**src/rtl/matrix_multiplier_param.sv**
```systemverilog
// NxN streaming matrix multiplier: loads A/B row-major,
// then computes C = A x B on one time-shared MAC.
module matrix_multiplier_param #(
  parameter int N      = 2,
  parameter int DW     = 8,
  parameter int SIGNED = 0,
  localparam int OW    = 2*DW + $clog2(N)
) (
  input  logic          clk,
  input  logic          NRST,
  input  logic          start,
  input  logic          in_valid,
  output logic          in_ready,
  input  logic [DW-1:0] A,
  input  logic [DW-1:0] B,
  output logic [OW-1:0] out,
  output logic          out_strobe,
  output logic          busy,
  output logic          done
);

  localparam int NN = N*N;
  localparam int IW = $clog2(NN);
  localparam int KW = $clog2(N);

  typedef enum logic [1:0] {IDLE, LOAD, CALC} state_e;

  state_e        state_q;
  logic [DW-1:0] a_q [NN];
  logic [DW-1:0] b_q [NN];
  logic [IW-1:0] cnt_q;
  logic [IW-1:0] ai_q;
  logic [IW-1:0] bi_q;
  logic [KW-1:0] j_q;
  logic [KW-1:0] k_q;
  logic [OW-1:0] acc_q;
  logic [OW-1:0] out_q;
  logic          rdy_q;
  logic          busy_q;
  logic          stb_q;
  logic          done_q;

  logic [OW-1:0] ea;
  logic [OW-1:0] eb;
  logic [OW-1:0] prod;
  logic [OW-1:0] sum;
  logic          beat;
  logic          last_beat;
  logic          elem_end;
  logic          row_end;
  logic          last_elem;

  assign beat      = (state_q == LOAD) && in_valid;
  assign last_beat = beat && (cnt_q == IW'(NN-1));
  assign elem_end  = (k_q == KW'(N-1));
  assign row_end   = (j_q == KW'(N-1));
  // ai_q sits on the last column of the last row here
  assign last_elem = row_end && (ai_q == IW'(NN-1));

  assign in_ready   = rdy_q;
  assign busy       = busy_q;
  assign out        = out_q;
  assign out_strobe = stb_q;
  assign done       = done_q;

  // Extend operands to OW so the product and sum cannot overflow
  always_comb begin
    ea   = {{(OW-DW){(SIGNED != 0) && a_q[ai_q][DW-1]}}, a_q[ai_q]};
    eb   = {{(OW-DW){(SIGNED != 0) && b_q[bi_q][DW-1]}}, b_q[bi_q]};
    prod = ea * eb;
    sum  = ((k_q == '0) ? '0 : acc_q) + prod;
  end

  // Operand storage, written one beat at a time during LOAD
  always_ff @(posedge clk or negedge NRST) begin
    if (!NRST) begin
      for (int i = 0; i < NN; i++) begin
        a_q[i] <= '0;
        b_q[i] <= '0;
      end
    end else if (beat) begin
      a_q[cnt_q] <= A;
      b_q[cnt_q] <= B;
    end
  end

  // Control FSM; the extra CALC cycle keeps busy high with done
  always_ff @(posedge clk or negedge NRST) begin
    if (!NRST) begin
      state_q <= IDLE;
      cnt_q   <= '0;
      ai_q    <= '0;
      bi_q    <= '0;
      j_q     <= '0;
      k_q     <= '0;
      acc_q   <= '0;
      out_q   <= '0;
      rdy_q   <= 1'b0;
      busy_q  <= 1'b0;
      stb_q   <= 1'b0;
      done_q  <= 1'b0;
    end else begin
      stb_q  <= 1'b0;
      done_q <= 1'b0;
      unique case (state_q)
        IDLE: begin
          if (start) begin
            state_q <= LOAD;
            rdy_q   <= 1'b1;
            busy_q  <= 1'b1;
            cnt_q   <= '0;
          end
        end
        LOAD: begin
          if (last_beat) begin
            state_q <= CALC;
            rdy_q   <= 1'b0;
            ai_q    <= '0;
            bi_q    <= '0;
            j_q     <= '0;
            k_q     <= '0;
          end else if (beat) begin
            cnt_q <= cnt_q + IW'(1);
          end
        end
        CALC: begin
          if (done_q) begin
            state_q <= IDLE;
            busy_q  <= 1'b0;
          end else begin
            acc_q <= sum;
            if (!elem_end) begin
              k_q  <= k_q + KW'(1);
              ai_q <= ai_q + IW'(1);
              bi_q <= bi_q + IW'(N);
            end else begin
              k_q   <= '0;
              out_q <= sum;
              stb_q <= 1'b1;
              if (last_elem) begin
                done_q <= 1'b1;
              end else if (row_end) begin
                j_q  <= '0;
                ai_q <= ai_q + IW'(1);
                bi_q <= '0;
              end else begin
                j_q  <= j_q + KW'(1);
                ai_q <= ai_q - IW'(N-1);
                bi_q <= bi_q - IW'((N-1)*N) + IW'(1);
              end
            end
          end
        end
        default: state_q <= IDLE;
      endcase
    end
  end

endmodule

```
**config.mk**
```make
export PLATFORM = sky130hd
export DESIGN_NAME = matrix_multiplier_param
export DESIGN_NICKNAME = d
export VERILOG_FILES = /design/src/rtl/matrix_multiplier_param.sv
export SDC_FILE = /design/constraint.sdc
export NUM_CORES = 1
export LEC_CHECK = 0
export ABC_AREA = 1
export CORE_MARGIN = 4
export CORE_UTILIZATION = 55
export DETAILED_ROUTE_END_ITERATION = 6
export PLACE_DENSITY = 0.78
export SYNTH_ARGS = -nofsm -noshare
export SYNTH_HDL_FRONTEND = slang
export SYNTH_SLANG_ARGS = --single-unit
```
**constraint.sdc**
```tcl
create_clock -name clk -period 4.3 [get_ports clk]
set_input_delay 0.645 -clock clk [delete_from_list [all_inputs] [get_ports clk]]
set_output_delay 0.645 -clock clk [all_outputs]
set_load 0.005 [all_outputs]
```
==> results of run 1 <==
## per-stage QoR
stage	hold WS [ns]	setup TNS, ns	worst slack [ns]
6_report	0.2476	-5.600	-0.3186
5_1_grt	0.2890	-9.337	-0.5018
4_1_cts	0.2616	-3.501	-0.2057
3_5_place_dp	0.4640	-9.974	-0.5388
3_3_place_gp	0.4574	-9.000	-0.5096
2_1_floorplan	0.3494	0	0.004050
## critical path: stages (launching register included)
cell	delay (ns)
dfrtp_2	0.45
clkinv_4	0.11
buf_4	0.15
a32oi_2	0.25
buf_6	0.17
buf_4	0.12
nand2_2	0.06
fa_1	0.53
inv_1	0.05
fa_1	0.47
fa_1	0.57
inv_1	0.06
fa_1	0.52
inv_2	0.05
ha_4	0.26
nand2_1	0.08
nand2_2	0.08
a21oi_2	0.13
nand2_1	0.08
xnor2_2	0.20
o21ai_1	0.10
## per-layer routing
layer | wire length, um | global-route usage | vias to the layer above
met5 | 0 | 0 | -
met4 | 610 | 0.07589 | 0
met3 | 1446 | 0.06311 | 62
met2 | 10610 | 0.4353 | 296
met1 | 8369 | 0.3275 | 3317
li1 | - | - | 3138
## kinds of logic (layout without fill, tap and decap cells)
logic type,after synthesis,count (layout),share of synthesized area
and+or+nand+nor,393,393,0.2086
buffers and inverters,206,336,0.1106
AOI/OAI and AO/OA,133,133,0.1012
DFF,112,112,0.3697
adders and majority gates,93,93,0.2030
xor gates and xnor gates,6,6,0.006933
## cells in the mapped netlist
| library cell | n |
|---|---|
| nand2_4 | 3 |
| or2_2 | 1 |
| inv_2 | 10 |
| nor2_2 | 1 |
| fa_1 | 50 |
| nor2_1 | 61 |
| nand3b_1 | 2 |
| buf_6 | 5 |
| clkinv_2 | 1 |
| a32oi_2 | 5 |
| a32oi_1 | 11 |
| nand2_1 | 290 |
| inv_1 | 166 |
| clkbuf_1 | 8 |
| o21ai_0 | 85 |
| inv_6 | 1 |
| a21oi_1 | 23 |
| nand2_2 | 2 |
| xnor2_1 | 3 |
| a21o_1 | 1 |
| or2_1 | 1 |
| nor3b_2 | 1 |
| o21ai_1 | 7 |
| xor2_1 | 3 |
| clkinv_1 | 1 |
| buf_1 | 1 |
| ha_1 | 43 |
| buf_4 | 2 |
| nand3_1 | 26 |
| o22ai_1 | 1 |
| dfrtp_1 | 112 |
| buf_2 | 11 |
| nand4_1 | 3 |
| nor2_4 | 2 |
## layout by cell type (no fill, tap or decap), types with 3 or more instances in the layout
cell type	n
inv_8	3
a32oi_2	8
nand3_2	8
nand2_4	15
inv_1	139
dfrtp_1	109
nand2_2	32
nand2_1	248
ha_4	12
o21ai_0	80
a21oi_4	3
buf_4	77
a32oi_4	6
nand4_1	3
nand3_1	17
inv_2	30
inv_4	5
xnor2_2	3
fa_1	41
dfrtp_2	3
fa_2	9
clkdlybuf4s50_1	39
nor2_1	32
o21ai_1	12
buf_6	20
ha_1	30
a21oi_2	6
a21oi_1	14
clkbuf_16	9
nor2_4	15
nor2_2	17
## sequential cells by signal (all words and copies together), names as in the netlist
name and count:
ai_q 2, out_strobe 1, elem_end 1, acc_q 17, busy 1, cnt_q 2
b_q 32, j_q 1, a_q 32, in_ready 1, state_q 2, bi_q 2
done 1, out 17
## worst max path at each step
stage,start,endpoint,slack [ns],cells after the start
finish,bi_q[1],out[10],-0.32,20
global route,ai_q[0],acc_q[14],-0.50,23
CTS,ai_q[0],acc_q[9],-0.21,22
detailed placement,ai_q[0],out[10],-0.54,20
global placement,ai_q[0],out[10],-0.51,20
floorplan,ai_q[0],acc_q[15],0.004,23
## area by class of cell
type	instances	area share
clock inverter	6	0.008227
multi-input combinational	625	0.4696
timing repair buffer	139	0.1244
tap	176	0.02194
sequential	112	0.2796
timing repair inverter	2	0.001371
clock buffer	10	0.02381
inverter	179	0.07105
## what timing repair did
item / 4_1_cts / 5_1_grt
gates cloned: 2 / 1
resized for setup: 103 / 98
setup endpoints to repair: 24 / 24
pin swaps: 71 / 72
buffers inserted: 22 / 10
endpoints found under the hold margin: 0 / 0
==> results.yml, run 1 <==
critical_path:
  cp_data_arrival_time_ns: 4.85
  worst_r2r_startpoint: "bi_q[1]"
  start_kind: "flop"
  crit_fanout: 6
  rrSetupSlack_ns: -0.32
  worstPathRequired_ns: 4.53
  criticalPathCategory: "flop to flop"
  r2r-end: "out[10]"
  endpoint_kind: "flop"
  r2r_cells: 20
clocking:
  clockRootBuffer: "clkbuf_16"
  cts.clk_slew.worst_paths_ns: 0.08
  cts_hold_buf: 0
  clk_latency_ns: 0.37
  cts_tree: "yes"
  ctsLongestPathBuffers: 2
  cts.sinks: 112
  cts-htree-levels: 3
  cts_buffers: 9
synth:
  postSynthAreaPerCell_um2: 8.039
  mappedNetlistArea_mm2: 0.007581
  synthDistinctLibCells: 34
  ys_ff_latch: 112
  synth_largest_area_cell: "dfrtp_1"
  synth.top_cell.area_share: 0.3697
  syn_nets: 1056
  synthesis.instances: 943
  synth_warnings: 0
  ys_top_cells_by_area: "dfrtp_1 37%, nand2_1 14%, fa_1 13%"
  seq_area_frac_synth: 0.3697
sta:
  fin_crit_ns: 4.619
  tightest_slew_ns: 1.074
  clock_skew_ns: 0.009557
  clock.fmax_ghz: 0.2165
  grt_setup_unrepaired: "true"
  finalSetupViolations: 22
  relSlewSlack: 0.2825
  fin_ws_ns: -0.3186
  final_hold_viol_count: 0
  drv_slew: 0
  finalCritPeriodShare: 1.074
global_route:
  overflow: 0
  grt_max_degree: 43
  antenna_found_initial: 0
  grt_pass1_wl_mm: 32.64
  grt_use_total: 0.2563
  grt_pass1_vias: 6904
floorplan:
  coreArea_mm2: 0.01335
  fp.dieH_um: 125.4
  die_w_um: 125.4
  ios: 41
  start_util: 0.5680
  row_count: 42
  dieArea_mm2: 0.01573
placement:
  place_area_mm2: 0.008690
  io_buffers: 40
  gp_congestion: 0.9288
  dpl.hpwl_mm: 13.13
  dp_cells: 1199
outcome:
  violations: "setup timing"
  outcome: "complete, but fails checks"
routing:
  remaining_drc_errors: 0
  ant_nets: 0
  num_vias: 6813
  via_per_inst: 5.455
  drt_first_iter_violations: 641
  wl_per_cell_um: 16.84
  wl_mm: 21.03
  drt_first_pass_iters: 6
finish:
  stdcell_count: 1249
  final_util: 0.7520
  nFillCells: 875
  syn2layout_area_growth_pct: 32.40
  final_cell_area_mm2: 0.01004
  seqCellArea_mm2: 0.002806
  diodes: 0
  drive_above_1_share: 0.2796
  multiInputGateArea_mm2: 0.004713
  final_nets: 1181
worst_hold_path:
  min-delay-path-class: "primary input to async pin"
flow_run:
  drv_cap: 0
Power of run 1 is not shown: default switching activity piles up to over one toggle a cycle in this logic, so the estimate is an artifact.
==> run 2, diff against run 1 <==
--- a/config.mk
+++ b/config.mk
@@ -6,6 +6,7 @@
 export NUM_CORES = 1
 export LEC_CHECK = 0
 export ABC_AREA = 1
+export CORE_ASPECT_RATIO = 0.7
 export CORE_MARGIN = 4
 export CORE_UTILIZATION = 55
 export DETAILED_ROUTE_END_ITERATION = 6
==> run 2 against run 1 <==
Compared with the run above: the flow still finishes with violations (setup timing); register-to-register slack got worse by 0.25 ns; first-iteration DRC count rose by 3.0%; count of clock-buffer cells in the layout fell by 1.
==> results.yml, run 2 (synthesized netlist as in run 1, its figures left out) <==
floorplan:
  die_w_um: 148.3
  row_count: 35
  ios: 41
  start_util: 0.5695
  dieArea_mm2: 0.01576
  coreArea_mm2: 0.01331
  fp.dieH_um: 106.2
critical_path:
  crit_buf_inv: 9
  crit_path_cell_trace: "buf_12 -> buf_6 -> a21oi_2 -> a32oi_2 -> buf_4 -> inv_2 -> buf_4 -> nor2_2 -> fa_2 -> fa_1 -> inv_1 -> fa_1 -> fa_1 -> inv_2 -> ha_4 -> nand2_2 -> nand2_2 -> nor2_4 -> inv_2 -> buf_4 -> nand2_2 -> nand4_1 -> nand3_1 -> nand2_1"
  r2r-end: "out[15]"
  r2r_cells: 24
  crit_path_top_delay_cell: "fa_1"
  criticalPathCategory: "flop to flop"
  cpPeakStageDelay_ns: 0.56
  crit_fanout: 6
  start_kind: "flop"
  worstPathRequired_ns: 4.55
  cp_data_arrival_time_ns: 5.12
  rrSetupSlack_ns: -0.57
  worst_r2r_startpoint: "ai_q[0]"
  crit_family: "adder cells"
  endpoint_kind: "flop"
finish:
  final_nets: 1186
  seqCellArea_mm2: 0.002805
  multiInputGateArea_mm2: 0.004697
  syn2layout_area_growth_pct: 32.79
  final_util: 0.7562
  drive_above_1_share: 0.2801
  final_cell_area_mm2: 0.01007
  layout_commonest_cell: "nand2_1"
  nFillCells: 879
  most-common-layout-cells: "242 x nand2_1, 139 x inv_1, 110 x dfrtp_1, 79 x o21ai_0, 79 x buf_4"
  top_regs: "a_q x32, b_q x32"
  diodes: 0
sta:
  tightest_slew_ns: 1.085
  fin_tns_setup_ns: -8.437
  clock_skew_ns: 0.01401
  fin_crit_ns: 4.865
  finalSetupViolations: 24
  whs_ns: 0.2849
  finalCritPeriodShare: 1.131
  relSlewSlack: 0.2748
  final_hold_viol_count: 0
  fin_ws_ns: -0.5651
  clock.fmax_ghz: 0.2055
  drv_slew: 0
  grt_setup_unrepaired: "true"
clocking:
  cts.clk_slew.worst_paths_ns: 0.08
  cts.sinks: 112
  ctsLongestPathBuffers: 2
  cts_tree: "yes"
  cts_hold_buf: 0
  clk_latency_ns: 0.36
  cts_buffers: 9
  cts-htree-levels: 3
  clockRootBuffer: "clkbuf_16"
global_route:
  grt_max_degree: 72
  grt_use_total: 0.2828
  antenna_found_initial: 0
  grt_pass1_vias: 6979
  grt_pass1_wl_mm: 35.40
  overflow: 0
outcome:
  violations: "setup timing"
  outcome: "complete, but fails checks"
routing:
  wl_met2_mm: 10.57
  wl_met1_mm: 9.683
  wl_met3_mm: 2.031
  drt_first_pass_iters: 5
  top_layer: "met4"
  num_vias: 6986
  drt_first_iter_violations: 660
  ant_nets: 0
  wl_per_cell_um: 18.15
  remaining_drc_errors: 0
  wl_mm: 22.92
  via_per_inst: 5.531
placement:
  gp_congestion: 0.9502
  place_area_mm2: 0.008701
  dpl.hpwl_mm: 14.33
  io_buffers: 40
worst_hold_path:
  min-delay-path-class: "primary input to async pin"
flow_run:
  drv_cap: 0
-- run 2: layer usage --
layer,vias up,global-route usage
met4,0,0.06262
met5,-,0
met1,3365,0.4073
met2,393,0.4412
met3,70,0.06519
li1,3158,-
-- run 2: how the worst max path moves through the flow --
stage	start	endpoint	slack [ns]	depth (start not counted)
final	ai_q[0]	out[15]	-0.57	24
after global routing	ai_q[0]	out[15]	-0.77	24
after CTS	ai_q[0]	acc_q[9]	-0.27	23
after detailed placement	ai_q[0]	acc_q[11]	-0.56	21
after global placement	ai_q[0]	acc_q[8]	-0.54	22
after floorplan	ai_q[0]	acc_q[15]	0.004	23
-- run 2: what timing repair did --
| action | CTS | global route |
|---|---|---|
| resized for setup | 141 | 69 |
| gates cloned | 3 | 1 |
| endpoints found under the setup margin | 22 | 24 |
| pin swaps | 76 | 35 |
| setup buffers | 24 | 12 |
-- run 2: area by class of cell --
cell class / instances / share of cell area
multi-input combinational: 625 / 0.4666
sequential: 112 / 0.2786
timing repair buffer: 143 / 0.1298
inverter: 179 / 0.07047
tap: 185 / 0.02299
clock buffer: 9 / 0.02237
clock inverter: 7 / 0.007209
timing repair inverter: 3 / 0.001989
-- run 2: per-stage QoR --
| stage | cells | setup WS, ns |
|---|---|---|
| global placement | 1208 | -0.5389 |
| global route | 1263 | -0.7682 |
| CTS | 1250 | -0.2656 |
| detailed placement | 1208 | -0.5617 |
| finish | 1263 | -0.5651 |
| floorplan | 943 | 0.004050 |
Power of run 2 is left out for the same reason.
==> run 3, diff against run 2 <==
--- a/config.mk
+++ b/config.mk
@@ -5,12 +5,11 @@
 export SDC_FILE = /design/constraint.sdc
 export NUM_CORES = 1
 export LEC_CHECK = 0
-export ABC_AREA = 1
 export CORE_ASPECT_RATIO = 0.7
 export CORE_MARGIN = 4
 export CORE_UTILIZATION = 55
 export DETAILED_ROUTE_END_ITERATION = 6
-export PLACE_DENSITY = 0.78
+export PLACE_DENSITY = 0.86
 export SYNTH_ARGS = -nofsm -noshare
 export SYNTH_HDL_FRONTEND = slang
 export SYNTH_SLANG_ARGS = --single-unit
==> run 3 against run 2 <==
Compared with the run above: the run still ends with setup timing left; critical endpoint is now out[14]; core utilization is 3.2 points lower; global-route usage is 0.75 points lower; sequential share of layout area is 1.6 points higher; largest cell class unchanged; critical path type unchanged; die area is 2.5% lower; worst setup slack worse by 0.29 ns.
==> results.yml, run 3 <==
routing:
  wl_per_cell_um: 23.28
  num_vias: 5932
  via_per_inst: 6.160
  drt_first_pass_iters: 5
  remaining_drc_errors: 0
  wl_mm: 22.42
  drt_first_iter_violations: 514
  ant_nets: 0
global_route:
  overflow: 0
  grt_max_degree: 86
  grt_pass1_vias: 6227
  grt_pass1_wl_mm: 32.93
  grt_use_total: 0.2753
  antenna_found_initial: 0
sta:
  relSlewSlack: 0.2715
  final_hold_viol_count: 0
  grt_setup_unrepaired: "true"
  finalSetupViolations: 24
  clock_skew_ns: 0.01334
  fin_crit_ns: 5.157
  drv_slew: 0
  tightest_slew_ns: 1.093
  fin_ws_ns: -0.8567
  finalCritPeriodShare: 1.199
  clock.fmax_ghz: 0.1939
critical_path:
  crit_fanout: 8
  cp_data_arrival_time_ns: 5.38
  rrSetupSlack_ns: -0.86
  worstPathRequired_ns: 4.52
  endpoint_kind: "flop"
  criticalPathCategory: "flop to flop"
  start_kind: "flop"
clocking:
  cts_tree: "yes"
  cts_hold_buf: 0
  cts.sinks: 112
  cts.clk_slew.worst_paths_ns: 0.09
  cts-htree-levels: 3
  clockRootBuffer: "clkbuf_16"
  ctsLongestPathBuffers: 2
  cts_buffers: 9
  clk_latency_ns: 0.37
synth:
  synth_edf_count: 0
  synthesis.instances: 671
  synthDistinctLibCells: 48
  ys_top_cells_by_area: "dfrtp_1 38%, fa_1 14%, mux2_2 11%"
  postSynthAreaPerCell_um2: 10.99
  synthFlopType: "dfrtp_1"
  yosys-top-cells-count: "112 x dfrtp_1, 92 x nand2_1, 87 x inv_1"
  ys_async_sr_fraction: 1.000
  yosysMostFrequentCell: "dfrtp_1"
  synth_largest_area_cell: "dfrtp_1"
  ys_ff_latch: 112
  mappedNetlistArea_mm2: 0.007375
  syn_nets: 784
  synth_warnings: 0
  seq_area_frac_synth: 0.3800
  synth.top_cell.area_share: 0.3800
finish:
  nFillCells: 767
  most-common-layout-cells: "112 x dfrtp_1, 75 x nand2_1, 73 x buf_4, 69 x inv_1, 69 x mux2_2"
  layout_commonest_cell: "dfrtp_1"
  top_regs: "a_q x32, b_q x32"
  final_util: 0.7242
  drive_above_1_share: 0.3752
  syn2layout_area_growth_pct: 29.01
  diodes: 0
  final_nets: 905
floorplan:
  coreArea_mm2: 0.01314
  ios: 41
  dieArea_mm2: 0.01535
  die_w_um: 146.4
  row_count: 35
  fp.dieH_um: 104.9
  start_util: 0.5613
placement:
  dpl.hpwl_mm: 13.04
  gp_congestion: 0.9289
  io_buffers: 40
  preCtsSetupSlack_ns: -0.7075
outcome:
  outcome: "complete, but fails checks"
  violations: "setup timing"
flow_run:
  drv_cap: 0
worst_hold_path:
  min-delay-path-class: "primary input to async pin"
==> run 3: cell types whose count changed after synthesis, sizes merged, moves of 7 or more <==
cell,previous run,this run
nand3,26,10
mux4,0,16
nand2,295,93
nor2,64,11
a32oi,16,1
mux2,0,69
inv,177,87
a21oi,23,11
o21ai,92,40
buf,19,12
and2,0,48
==> run 3: path summary, 6_finish.rpt <==
path                              start       to  cells past startpoint
max in group asynchronous          NRST  b_q[16]                      2
worst min register to register   out[6]   out[6]                      2
worst min-delay path               NRST   out[0]                      1
worst max register to register  bi_q[0]  out[14]                     18
min in group clk                 out[6]   out[6]                      2
worst max-delay path            bi_q[0]  out[14]                     18
==> run 3: area by class of cell <==
class | instances | area, um^2 | area share
Clock buffer | 9 | 225.2 | 0.02367
Sequential cell | 112 | 2803 | 0.2946
Inverter | 88 | 332.8 | 0.03498
Multi-Input combinational cell | 451 | 4637 | 0.4874
Timing Repair Buffer | 130 | 1159 | 0.1218
Tap cell | 166 | 207.7 | 0.02183
Clock inverter | 7 | 150.1 | 0.01578
==> run 3: worst max-delay path: stages (launching register included) <==
cell,delay (ns)
dfrtp_1,0.43
buf_12,0.17
mux4_2,0.61
buf_6,0.17
and2_4,0.14
fa_1,0.60
fa_1,0.48
fa_1,0.52
inv_2,0.04
fa_1,0.49
inv_2,0.06
ha_4,0.27
buf_4,0.13
nand2_2,0.08
nor2_4,0.12
o21ai_4,0.09
a32oi_2,0.29
xnor2_2,0.20
o21ai_2,0.12
==> run 3: cells by family after synthesis <==
logic type	Yosys count	share of synthesized area
compound gates	77	0.06261
buf+inv	108	0.05718
fa+ha+maj	93	0.2087
xor+xnor	13	0.01544
simple gates	182	0.1205
flops	112	0.3800
mux	86	0.1556
==> run 3: what timing repair did <==
action | 4_1_cts | 5_1_grt
cloned | 0 | 0
setup buffers | 24 | 21
gates resized for setup | 40 | 60
endpoints found under the setup margin | 24 | 26
pin swaps | 32 | 36
==> run 3: per-layer routing <==
| layer | part of all wire | up-vias | GRT usage |
|---|---|---|---|
| met5 | 0 | - | 0 |
| met4 | 0.060 | 0 | 0.1215 |
| met3 | 0.084 | 136 | 0.06762 |
| met2 | 0.48 | 396 | 0.4553 |
| met1 | 0.38 | 2944 | 0.3469 |
| li1 | - | 2456 | - |
==> run 3: through the flow <==
step	cells	instance area, um^2	TNS, ns	hold WS (ns)
floorplan	671	7551	-2.574	0.3494
global placement	905	8442	-7.834	0.4652
detailed placement	905	8442	-10.96	0.4686
CTS	944	9145	-10.63	0.4852
global route	963	9514	-17.57	0.5221
finish	963	9514	-14.51	0.4872
Power of run 3 is left out for the same reason.
